## src/rtl/mpadder_seq.sv

```systemverilog
// mpadder_seq: sequences the carry-save mpadder through one Montgomery
// multiplication. It runs NBITS add-A / add-M / shift iterations, then a
// five-chunk carry-resolve pass, then repeated modulus-subtract passes.
// Subtraction stops when the adder reports completion, or when MAX_SUB
// passes have run without completion, in which case err is raised.
module mpadder_seq #(
  parameter int NBITS   = 512,
  parameter int MAX_SUB = 4
) (
  input  logic       clk,
  input  logic       reset,
  input  logic       start,
  input  logic       b_bit,
  input  logic       c_zero,
  input  logic       sub_done,
  output logic [8:0] b_idx,
  output logic [1:0] a_sel,
  output logic       enable_c,
  output logic       shift,
  output logic       subtract,
  output logic [3:0] chunk_sel,
  output logic       busy,
  output logic       done,
  output logic       err
);

  typedef enum logic [2:0] {
    S_IDLE, S_ADDA, S_ADDM, S_SHFT, S_RES, S_SUB, S_FIN
  } state_t;

  // The pass counter must be able to hold MAX_SUB itself.
  localparam int              PASS_W    = $clog2(MAX_SUB + 1);
  localparam logic [8:0]      LAST_IDX  = 9'(NBITS - 1);
  localparam logic [PASS_W-1:0] LAST_PASS = PASS_W'(MAX_SUB - 1);

  // Operand-mux encodings seen by the adder.
  localparam logic [1:0] SEL_ZERO  = 2'd0;
  localparam logic [1:0] SEL_A     = 2'd1;
  localparam logic [1:0] SEL_M     = 2'd2;
  localparam logic [1:0] SEL_NEG_M = 2'd3;

  // With bit 3 set, the adder's inter-chunk carry register is frozen.
  localparam logic [3:0] CHUNK_IDLE = 4'd8;

  state_t              state, state_nxt;
  logic [2:0]          chunk;
  logic [PASS_W-1:0]   pass;
  logic                err_q;

  logic last_bit;
  logic chunk_end;
  logic sub_term;

  assign last_bit  = (b_idx == LAST_IDX);
  assign chunk_end = (chunk == 3'd4);
  // A subtract pass ends the operation when the adder reports completion,
  // or when this was the last allowed pass.
  assign sub_term  = chunk_end && (sub_done || (pass == LAST_PASS));
  assign err       = err_q;

  // State register.
  // NOTE: sequential state is updated with non-blocking assignments, so every
  // flop samples the pre-edge values of all other flops.
  always_ff @(posedge clk or posedge reset) begin
    if (reset) state <= S_IDLE;
    else       state <= state_nxt;
  end

  // Next-state and output decode from the registered state and counters.
  // NOTE: every output gets a default before the case statement, so no path
  // leaves a signal unassigned and no latch is inferred.
  always_comb begin
    state_nxt = state;
    a_sel     = SEL_ZERO;
    enable_c  = 1'b0;
    shift     = 1'b0;
    subtract  = 1'b0;
    chunk_sel = CHUNK_IDLE;
    busy      = 1'b1;
    done      = 1'b0;
    unique case (state)
      S_IDLE: begin
        busy = 1'b0;
        if (start) state_nxt = S_ADDA;
      end
      S_ADDA: begin
        a_sel     = SEL_A;
        enable_c  = b_bit;
        state_nxt = S_ADDM;
      end
      S_ADDM: begin
        // c_zero already reflects the C registers written in ADDA.
        a_sel     = SEL_M;
        enable_c  = c_zero;
        state_nxt = S_SHFT;
      end
      S_SHFT: begin
        shift     = 1'b1;
        state_nxt = last_bit ? S_RES : S_ADDA;
      end
      S_RES: begin
        chunk_sel = {1'b0, chunk};
        if (chunk_end) state_nxt = S_SUB;
      end
      S_SUB: begin
        subtract  = 1'b1;
        a_sel     = SEL_NEG_M;
        chunk_sel = {1'b0, chunk};
        if (sub_term) state_nxt = S_FIN;
      end
      S_FIN: begin
        done      = 1'b1;
        state_nxt = S_IDLE;
      end
      default: begin
        busy      = 1'b0;
        state_nxt = S_IDLE;
      end
    endcase
  end

  // Bit index, chunk counter, pass counter and the sticky error flag.
  always_ff @(posedge clk or posedge reset) begin
    if (reset) begin
      b_idx <= '0;
      chunk <= '0;
      pass  <= '0;
      err_q <= 1'b0;
    end else begin
      unique case (state)
        S_IDLE: begin
          if (start) begin
            b_idx <= '0;
            chunk <= '0;
            pass  <= '0;
            err_q <= 1'b0;
          end
        end
        S_SHFT: begin
          chunk <= '0;
          if (!last_bit) b_idx <= b_idx + 9'd1;
        end
        S_RES: begin
          chunk <= chunk_end ? 3'd0 : chunk + 3'd1;
        end
        S_SUB: begin
          if (chunk_end) begin
            chunk <= '0;
            if (!sub_done) begin
              pass <= pass + 1'b1;
              if (pass == LAST_PASS) err_q <= 1'b1;
            end
          end else begin
            chunk <= chunk + 3'd1;
          end
        end
        default: ;
      endcase
    end
  end

endmodule

```

## config.mk

```make
export PLATFORM = sky130hd
export DESIGN_NAME = mpadder_seq
export DESIGN_NICKNAME = d
export VERILOG_FILES = /design/src/rtl/mpadder_seq.sv
export SDC_FILE = /design/constraint.sdc
export NUM_CORES = 1
export LEC_CHECK = 0
export CAP_MARGIN = 20
export CORE_MARGIN = 8
export CORE_UTILIZATION = 52
export DETAILED_ROUTE_END_ITERATION = 7
export PLACE_DENSITY = 0.95
export SYNTH_ARGS = -nofsm -noshare
export SYNTH_HDL_FRONTEND = slang
export SYNTH_SLANG_ARGS = --single-unit
```

## constraint.sdc

```tcl
create_clock -name clk -period 3.4 [get_ports clk]
set_input_delay 0.34 -clock clk [delete_from_list [all_inputs] [get_ports clk]]
set_output_delay 0.34 -clock clk [all_outputs]
set_load 0.05 [all_outputs]
```

==> metrics.txt, run 1 <==
status completed; area delta synth->final 25.9%; reg2reg start b_idx[0]; drt drc 0; Multi-input gate area 581 um2; setup TNS 0 ns; Fin Hold WS 0.445 ns; Worst Tran Pin Value 0.721 ns; Total Routed Length 2500 um; I/O pin count 27; num rows 17; drt pass-1 iters 4; Crit Path Category flop to output port; GRT busiest layer met2; WP data arrival 2.44 ns; Leakage 0.607 nW; Max Transition Viols Final 0; H-tree depth 1; setup ws final 0.617 ns; main area contributors after synthesis dfrtp_1 42%, ha_1 6.7%, nor2_1 4.7%; buffer count from post-CTS setup fixing 0; clk sinks 19; number of max-cap violations 0; Starting Density 52.8%; die area 3900 um2; synthesized area per cell 9.52 um2; Clk pwr share 11.5%; leading register cell type out of synthesis dfrtp_1; routed length per instance 14.5 um; IO Port Bufs 26; clock tree from TritonCTS done; Routed Antenna Nets 0; Power per Cell Area 705 nW/um2; RR Endpoint b_idx[7]; most common library cells after synthesis 19 x dfrtp_1, 14 x nor2_1, 13 x nand2_1; CP Max Fanout 13; Mapped Nets 130; CTS Hold Bufs 0; vias in the first global route 955; DR vias/cell 5.41; M2 GR Usage 22.3%; Initial DRC Count 21; Hold Fails Final Rpt 0; clk_lat worst skew 0.30 ns; GP Congestion 0.779; root buffer cell clkbuf_4; number of synthesized register bits 19; top cell type's share of synthesized area 42.3%; required time of the critical path 3.06 ns; FF+latch area 475 um2; Startpoint Class flop; gr usage total 12.8%; met1 global-route usage 13.8%; register-to-register setup slack 1.44 ns; asr flop ratio synth 100%; routed vias 936; CTS resizes 0; clk_skew 0.00710 ns; Setup-failing EPs final 0; crit end category output port; Synth area leader dfrtp_1; mapped cell area 1120 um2; Syn Inst Count 118; count of cell types in the netlist 34; initial antenna violation count 0; Slew Limit Headroom 51.9%; Setup Slack @ Placement 0.956 ns; min cycle time layout 2.78 ns; Core ar. 2130 um2; combinational share of power 53.1%; Chip Width 62.5 um; share of power burned in registers 35.4%; internal power 0.502 mW; largest net degree at the start of global routing 20; ant diodes 0; Peak Freq 359 MHz; Worst Reg-to-Reg Cells 8; CTS Buf Count 3; sw frac 49.7%; detailed placer's ending HPWL 1930 um; NetSw 0.495 mW; met3 Resource Use GR 4.84%; VDD IR max 666 uV; # fillers 181; clk buf depth 2; Hold Path Class input port to asynchronous set/reset pin; nets 158; die height 62.5 um; Ys Warns 0; fin crit share 81.9%; Reg clk slew, reported paths 0.11 ns; first-pass GRT wire length 4180 um; share of post-route cells with drive strength above 1 8.97%; unrepaired setup endpoints after global routing false; Remaining Overflow, GRT 0; most frequent cell after synthesis dfrtp_1; Seq/Total Area, Yosys 42.3%; number of flops mapped to enable cells by yosys 0
## power by group through the flow
stage / sequential (mW) / clock, mW / combinational [mW]
2_1_floorplan: 0.392 / 0 / 0.351
3_3_place_gp: 0.349 / 0 / 0.526
3_5_place_dp: 0.354 / 0 / 0.534
4_1_cts: 0.352 / 0.118 / 0.535
5_1_grt: 0.361 / 0.126 / 0.564
6_report: 0.353 / 0.115 / 0.530
## registers in the layout, indices dropped and copies added, names as in the netlist
register / flops
state: 3
chunk: 3
err: 1
pass: 3
b_idx: 9
## how the worst max path moves through the flow
| stage | from | endpoint | cells after the start |
|---|---|---|---|
| finish | state[1] | shift | 4 |
| floorplan | state[0] | enable_c | 5 |
| detailed placement | state[1] | shift | 4 |
| global route | state[1] | shift | 4 |
| CTS | state[1] | shift | 4 |
| global placement | state[1] | shift | 4 |
## area by class of cell
cell class | count | share of cell area [%]
Sequential cell | 19 | 33.6
Clock buffer | 4 | 1.86
Timing Repair Buffer | 26 | 18.4
Inverter | 10 | 2.65
Tap cell | 28 | 2.48
Multi-Input combinational cell | 86 | 41.0
## metal layers
metal / vias up / part of all wire, % / wire (um)
met4: 0 / 1.8 / 46
met1: 449 / 43 / 1090
li1: 460 / - / -
met3: 4 / 6.1 / 152
met2: 23 / 49 / 1210
met5: - / 0 / 0
## cells by family after synthesis
kind of cell | after synthesis | share of synthesized area [%]
AOI/OAI and AO/OA | 22 | 11.2
buffers and inverters | 13 | 6.01
xor gates and xnor gates | 5 | 3.90
DFF | 19 | 42.3
and+or+nand+nor | 51 | 28.1
adders and majority gates | 6 | 6.68
muxes | 2 | 1.78
## worst max-delay path, cell delays in order (launching register included)
cell and delay, ns:
dfrtp_1 0.64, or2b_2 0.35, or2_2 0.30, inv_1 0.06, clkdlybuf4s50_1 0.79
## layout by cell type (no fill, tap or decap), drive strengths merged
master,n
a21oi,7
a22o,2
a2bb2oi,1
a31oi,1
and2,1
and2b,1
and3,1
and4bb,1
clkbuf,4
clkdlybuf4s50,26
dfrtp,19
ha,6
inv,10
mux2i,2
nand2,13
nand3,5
nand3b,1
nand4,1
nand4bb,1
nor2,16
nor3,4
nor4,1
nor4b,1
o211ai,1
o21ai,9
o22ai,1
or2,1
or2b,1
or3,2
xnor2,3
xor2,2
## through the flow
| step | std cells | total power [mW] | utilization, % | instance area, um2 |
|---|---|---|---|---|
| finish | 173 | 0.997 | 66.5 | 1420 |
| detailed placement | 169 | 0.888 | 65.3 | 1390 |
| global placement | 169 | 0.875 | 65.3 | 1390 |
| floorplan | 118 | 0.743 | - | 1120 |
| global route | 173 | 1.05 | 66.5 | 1420 |
| CTS | 173 | 1.01 | 66.5 | 1420 |
(Power assumes the default switching activity.)
==> run 2, diff against run 1 <==
- CORE_UTILIZATION: 52 -> 44
- PLACE_DENSITY: 0.95 -> 0.87
- clock period: 3.4 -> 2.25 ns (I/O delays scaled with it)
==> metrics.txt, run 2 (synthesis gave the netlist of run 1 again) <==
status completed; VDD IR max 777 uV (+17%); Crit Path Category flop to output port; largest net degree at the start of global routing 20 (unchanged); Fin Hold WS 0.336 ns (-0.110 ns); buffer count from post-CTS setup fixing 0 (unchanged); Largest delay share family, worst path simple AND/OR/NAND/NOR gates; clock tree from TritonCTS done; Reg clk slew, reported paths 0.10 ns (about the same); Worst Tran Pin Value 0.697 ns (-0.0237 ns); most common cell after layout, fill and taps aside dfrtp_1; DR vias/cell 5.32 (-1.7%); register-to-register setup slack 0.30 ns (-1.14 ns); CP Max Fanout 8 (-5); number of max-cap violations 0 (unchanged); Setup-failing EPs final 0 (unchanged); reg2reg start b_idx[0]; share of post-route cells with drive strength above 1 19.5% (+10 points); H-tree depth 1 (unchanged); Max Transition Viols Final 0 (unchanged); Hold Fails Final Rpt 0 (unchanged); clk_skew 0.00363 ns (-0.00347 ns); I/O pin count 27 (unchanged); area delta synth->final 30.3%; routed length per instance 14.0 um (-3.4%); die height 66.5 um (+6.5%); most frequent cells in the layout 19 x dfrtp_1, 16 x clkdlybuf4s50_1, 13 x nand2_1, 13 x nor2_1, 11 x buf_4; Startpoint Class flop; slowest stage delay, CP 0.48 ns (-0.31 ns); Cells after DPL 175 (+3.6%); required time of the critical path 2.03 ns (-1.03 ns); Hold Path Class input port to asynchronous set/reset pin; clk sinks 19 (unchanged); CTS Buf Count 3 (unchanged); crit end category output port; fin crit share 91.8%; unrepaired setup endpoints after global routing false; GP Congestion 0.850 (+9.2%); Peak Freq 484 MHz; Starting Density 45.8% (-7.1 points); Multi-input gate area 583 um2 (+0.43%); WP data arrival 1.84 ns (-0.60 ns); setup TNS 0 ns (unchanged); Worst Reg-to-Reg Cells 8 (unchanged); Reg with most FFs b_idx; first-pass GRT wire length 4330 um (+3.6%); routed vias 952 (+1.7%); Chip Width 66.5 um (+6.5%); clk buf depth 2 (unchanged); ant diodes 0 (unchanged); root buffer cell clkbuf_4; # fillers 208 (+15%); CTS Hold Bufs 0 (unchanged); Largest register FFs 9 (unchanged); Power per Cell Area 1090 nW/um2 (+55%); clk_lat worst skew 0.29 ns (about the same); CTS resizes 0 (unchanged); worst-path cell chain buf_4, or2b_2, or2_2, inv_1, buf_12; drt drc 0 (unchanged); vias in the first global route 987 (+3.4%); nets 162 (+2.5%); Core ar. 2450 um2 (+15%); Worst path depth 5 (+1); crit path buf inv count 3 (+1); IO Port Bufs 26 (unchanged); Routed Antenna Nets 0 (unchanged); Post-Layout Cell Count 179 (+3.5%); gr usage total 12.2% (-0.56 points); slowest stage cell, crit path dfrtp_1; Slew Limit Headroom 53.5% (+1.6 points); FF+latch area 475 um2 (unchanged); Initial DRC Count 20 (-4.8%); num rows 18 (+1); Total Routed Length 2500 um (about the same); detailed placer's ending HPWL 1980 um (+2.8%); Leakage 0.655 nW (+7.9%); drt pass-1 iters 4 (unchanged); min cycle time layout 2.06 ns; Remaining Overflow, GRT 0 (unchanged); RR Endpoint b_idx[6]; initial antenna violation count 0 (unchanged); die area 4430 um2 (+13%)
run 2: cell count changes in the layout (fill, tap and decap cells not counted), sizes merged:
cell and change:
clkbuf -1, clkdlybuf4s50 -10, buf +14, clkinv +1
run 2: power breakdown:
group | internal, mW | total, mW | switching, mW
Sequential | 0.405 | 0.491 | 0.0866
Combinational | 0.364 | 0.945 | 0.580
Clock | 0.0660 | 0.166 | 0.0995
Total | 0.835 | 1.60 | 0.766
run 2: worst max-delay path by stage:
stage | from | to | slack (ns)
global placement | b_idx[0] | b_idx[7] | 0.43
floorplan | state[0] | enable_c | 0.16
global route | state[1] | shift | 0.08
finish | state[1] | shift | 0.19
detailed placement | b_idx[0] | b_idx[6] | 0.31
CTS | state[1] | shift | 0.18
run 2: cell type report:
type	count	share of cell area [%]
clock inverters	1	0.342
multi-input cells	86	39.8
repair buffers	30	20.7
flip-flops and latches	19	32.5
well taps	30	2.56
inverters	10	2.56
clock buffers	3	1.54
run 2: stage by stage:
step	power [mW]	area, um2	utilization, %	setup WS [ns]
after global placement	1.43	1440	58.5	0.425
after CTS	1.62	1460	59.6	0.179
final	1.60	1460	59.6	0.185
after floorplan	1.13	1130	-	0.155
after detailed placement	1.44	1440	58.5	0.308
after global routing	1.70	1460	59.6	0.0801
run 2: routing by layer:
metal | vias up | global-route usage [%] | share of wire (%)
li1 | 468 | - | -
met3 | 2 | 3.69 | 8.2
met1 | 451 | 13.0 | 41
met5 | - | 0 | 0
met2 | 31 | 22.4 | 50
met4 | 0 | 3.73 | 0.64
==> run 3, diff against run 2 <==
- CORE_MARGIN: 8 -> 4
==> metrics.txt, run 3 (synthesis gave the netlist of run 1 again) <==
nets 162 (unchanged); Slew Limit Headroom 51.8% (-1.6 points); root buffer cell clkbuf_4; CTS Buf Count 3 (unchanged); drt pass-1 iters 4 (unchanged); Post-Layout Cell Count 179 (unchanged); largest net degree at the start of global routing 20 (unchanged); Remaining Overflow, GRT 0 (unchanged); CP Max Fanout 7 (-1); IO Port Bufs 26 (unchanged); detailed placer's ending HPWL 2030 um (+2.6%); min cycle time layout 2.12 ns (+0.0601 ns); Finished Cell Area 1470 um2 (+0.17%); Reg with most FFs b_idx; Worst setup startpoint state[1]; Cells after DPL 175 (unchanged); most frequent cells in the layout 19 x dfrtp_1, 17 x clkdlybuf4s50_1, 13 x nand2_1, 13 x nor2_1; VDD IR max 665 uV (-14%); clk buf depth 2 (unchanged); Routed Antenna Nets 0 (unchanged); CTS Hold Bufs 0 (unchanged); Total Power 1.63 mW (+1.7%); clk_lat worst skew 0.30 ns (about the same); reg2reg start b_idx[0]; Total Routed Length 2610 um (+4.3%); Core ar. 2450 um2 (unchanged); Worst Tran Pin Value 0.722 ns (+0.0244 ns); setup TNS 0 ns (unchanged); clk_skew 0.00671 ns (+0.00308 ns); setup ws final 0.125 ns (-0.0601 ns); Area after DPL 1440 um2 (+0.17%); fin crit share 94.4% (+2.7 points); Hold Fails Final Rpt 0 (unchanged); Power per Cell Area 1110 nW/um2 (+1.6%); WP data arrival 1.90 ns (+0.06 ns); I/O pin count 27 (unchanged); vias in the first global route 1,040 (+5.4%); drt drc 0 (unchanged); GP Congestion 0.837 (-1.6%); crit end category output port; M1 wire length 1100 um (+6.6%); num rows 18 (unchanged); final core occ 59.7% (+0.10 points); unrepaired setup endpoints after global routing false; initial antenna violation count 0 (unchanged); buffer count from post-CTS setup fixing 0 (unchanged); H-tree depth 1 (unchanged); gr usage total 17.4% (+5.2 points); share of post-route cells with drive strength above 1 18.8% (-0.67 points); routed length per instance 14.6 um (+4.3%); die area 3430 um2 (-23%); routed vias 946 (-0.63%); Reg clk slew, reported paths 0.11 ns (about the same); DR vias/cell 5.28 (-0.63%); die height 58.5 um (-12%); Fin Hold WS 0.334 ns (-0.00165 ns); Largest register FFs 9 (unchanged); Setup Slack @ Placement 0.322 ns (+0.0132 ns); Peak Freq 471 MHz (-2.8%); required time of the critical path 2.03 ns (about the same); CTS resizes 0 (unchanged); Hold Path Class input port to asynchronous set/reset pin; area delta synth->final 30.5%; status completed; highest routed layer met4; Starting Density 45.8% (unchanged); Crit Path Category flop to output port; WL met3 117 um (-43%); ant diodes 0 (unchanged); met2 WL 1360 um (+8.7%); Setup-failing EPs final 0 (unchanged); clock tree from TritonCTS done; first-pass GRT wire length 4620 um (+6.5%); number of max-cap violations 0 (unchanged); Chip Width 58.5 um (-12%); Max Transition Viols Final 0 (unchanged); Leakage 0.653 nW (-0.32%); Startpoint Class flop; clk sinks 19 (unchanged); Initial DRC Count 36 (+80%); most common cell after layout, fill and taps aside dfrtp_1
-- run 3: area by class of cell --
type | count | area [um2]
clock buffers | 3 | 22.5
clock inverters | 1 | 5.00
fillers | 219 | 988
inverters | 10 | 37.5
multi-input cells | 86 | 583
flip-flops and latches | 19 | 475
well taps | 30 | 37.5
repair buffers | 30 | 305
-- run 3: worst paths after layout --
path / end / slack [ns] / cells after the start
hold / removal: b_idx[5] / 0.33 / 2
setup / recovery: subtract / 0.13 / 3
setup reg to reg: b_idx[7] / 0.31 / 8
hold reg to reg: pass[0] / 0.51 / 1
max in group asynchronous: state[1] / 1.46 / 2
min in group clk: pass[0] / 0.51 / 1
-- run 3: critical path: stages (launching register included) --
cell             delay, ns
dfrtp_1               0.46
nand3b_1              0.25
inv_1                 0.09
clkdlybuf4s50_1       0.80
-- run 3: power breakdown --
group          total (mW)  leakage [nW]  switching, mW  internal [mW]
clock               0.174        0.0177          0.108         0.0661
sequential          0.492         0.256         0.0872          0.405
combinational       0.963         0.379          0.598          0.365
total                1.63         0.653          0.794          0.835
-- run 3: metal layers --
metal  GRT usage (%)  vias to the layer above
met2            29.7                       26
li1                -                      464
met3            2.85                        4
met1            21.6                      452
met4            7.28                        0
met5               0                        -
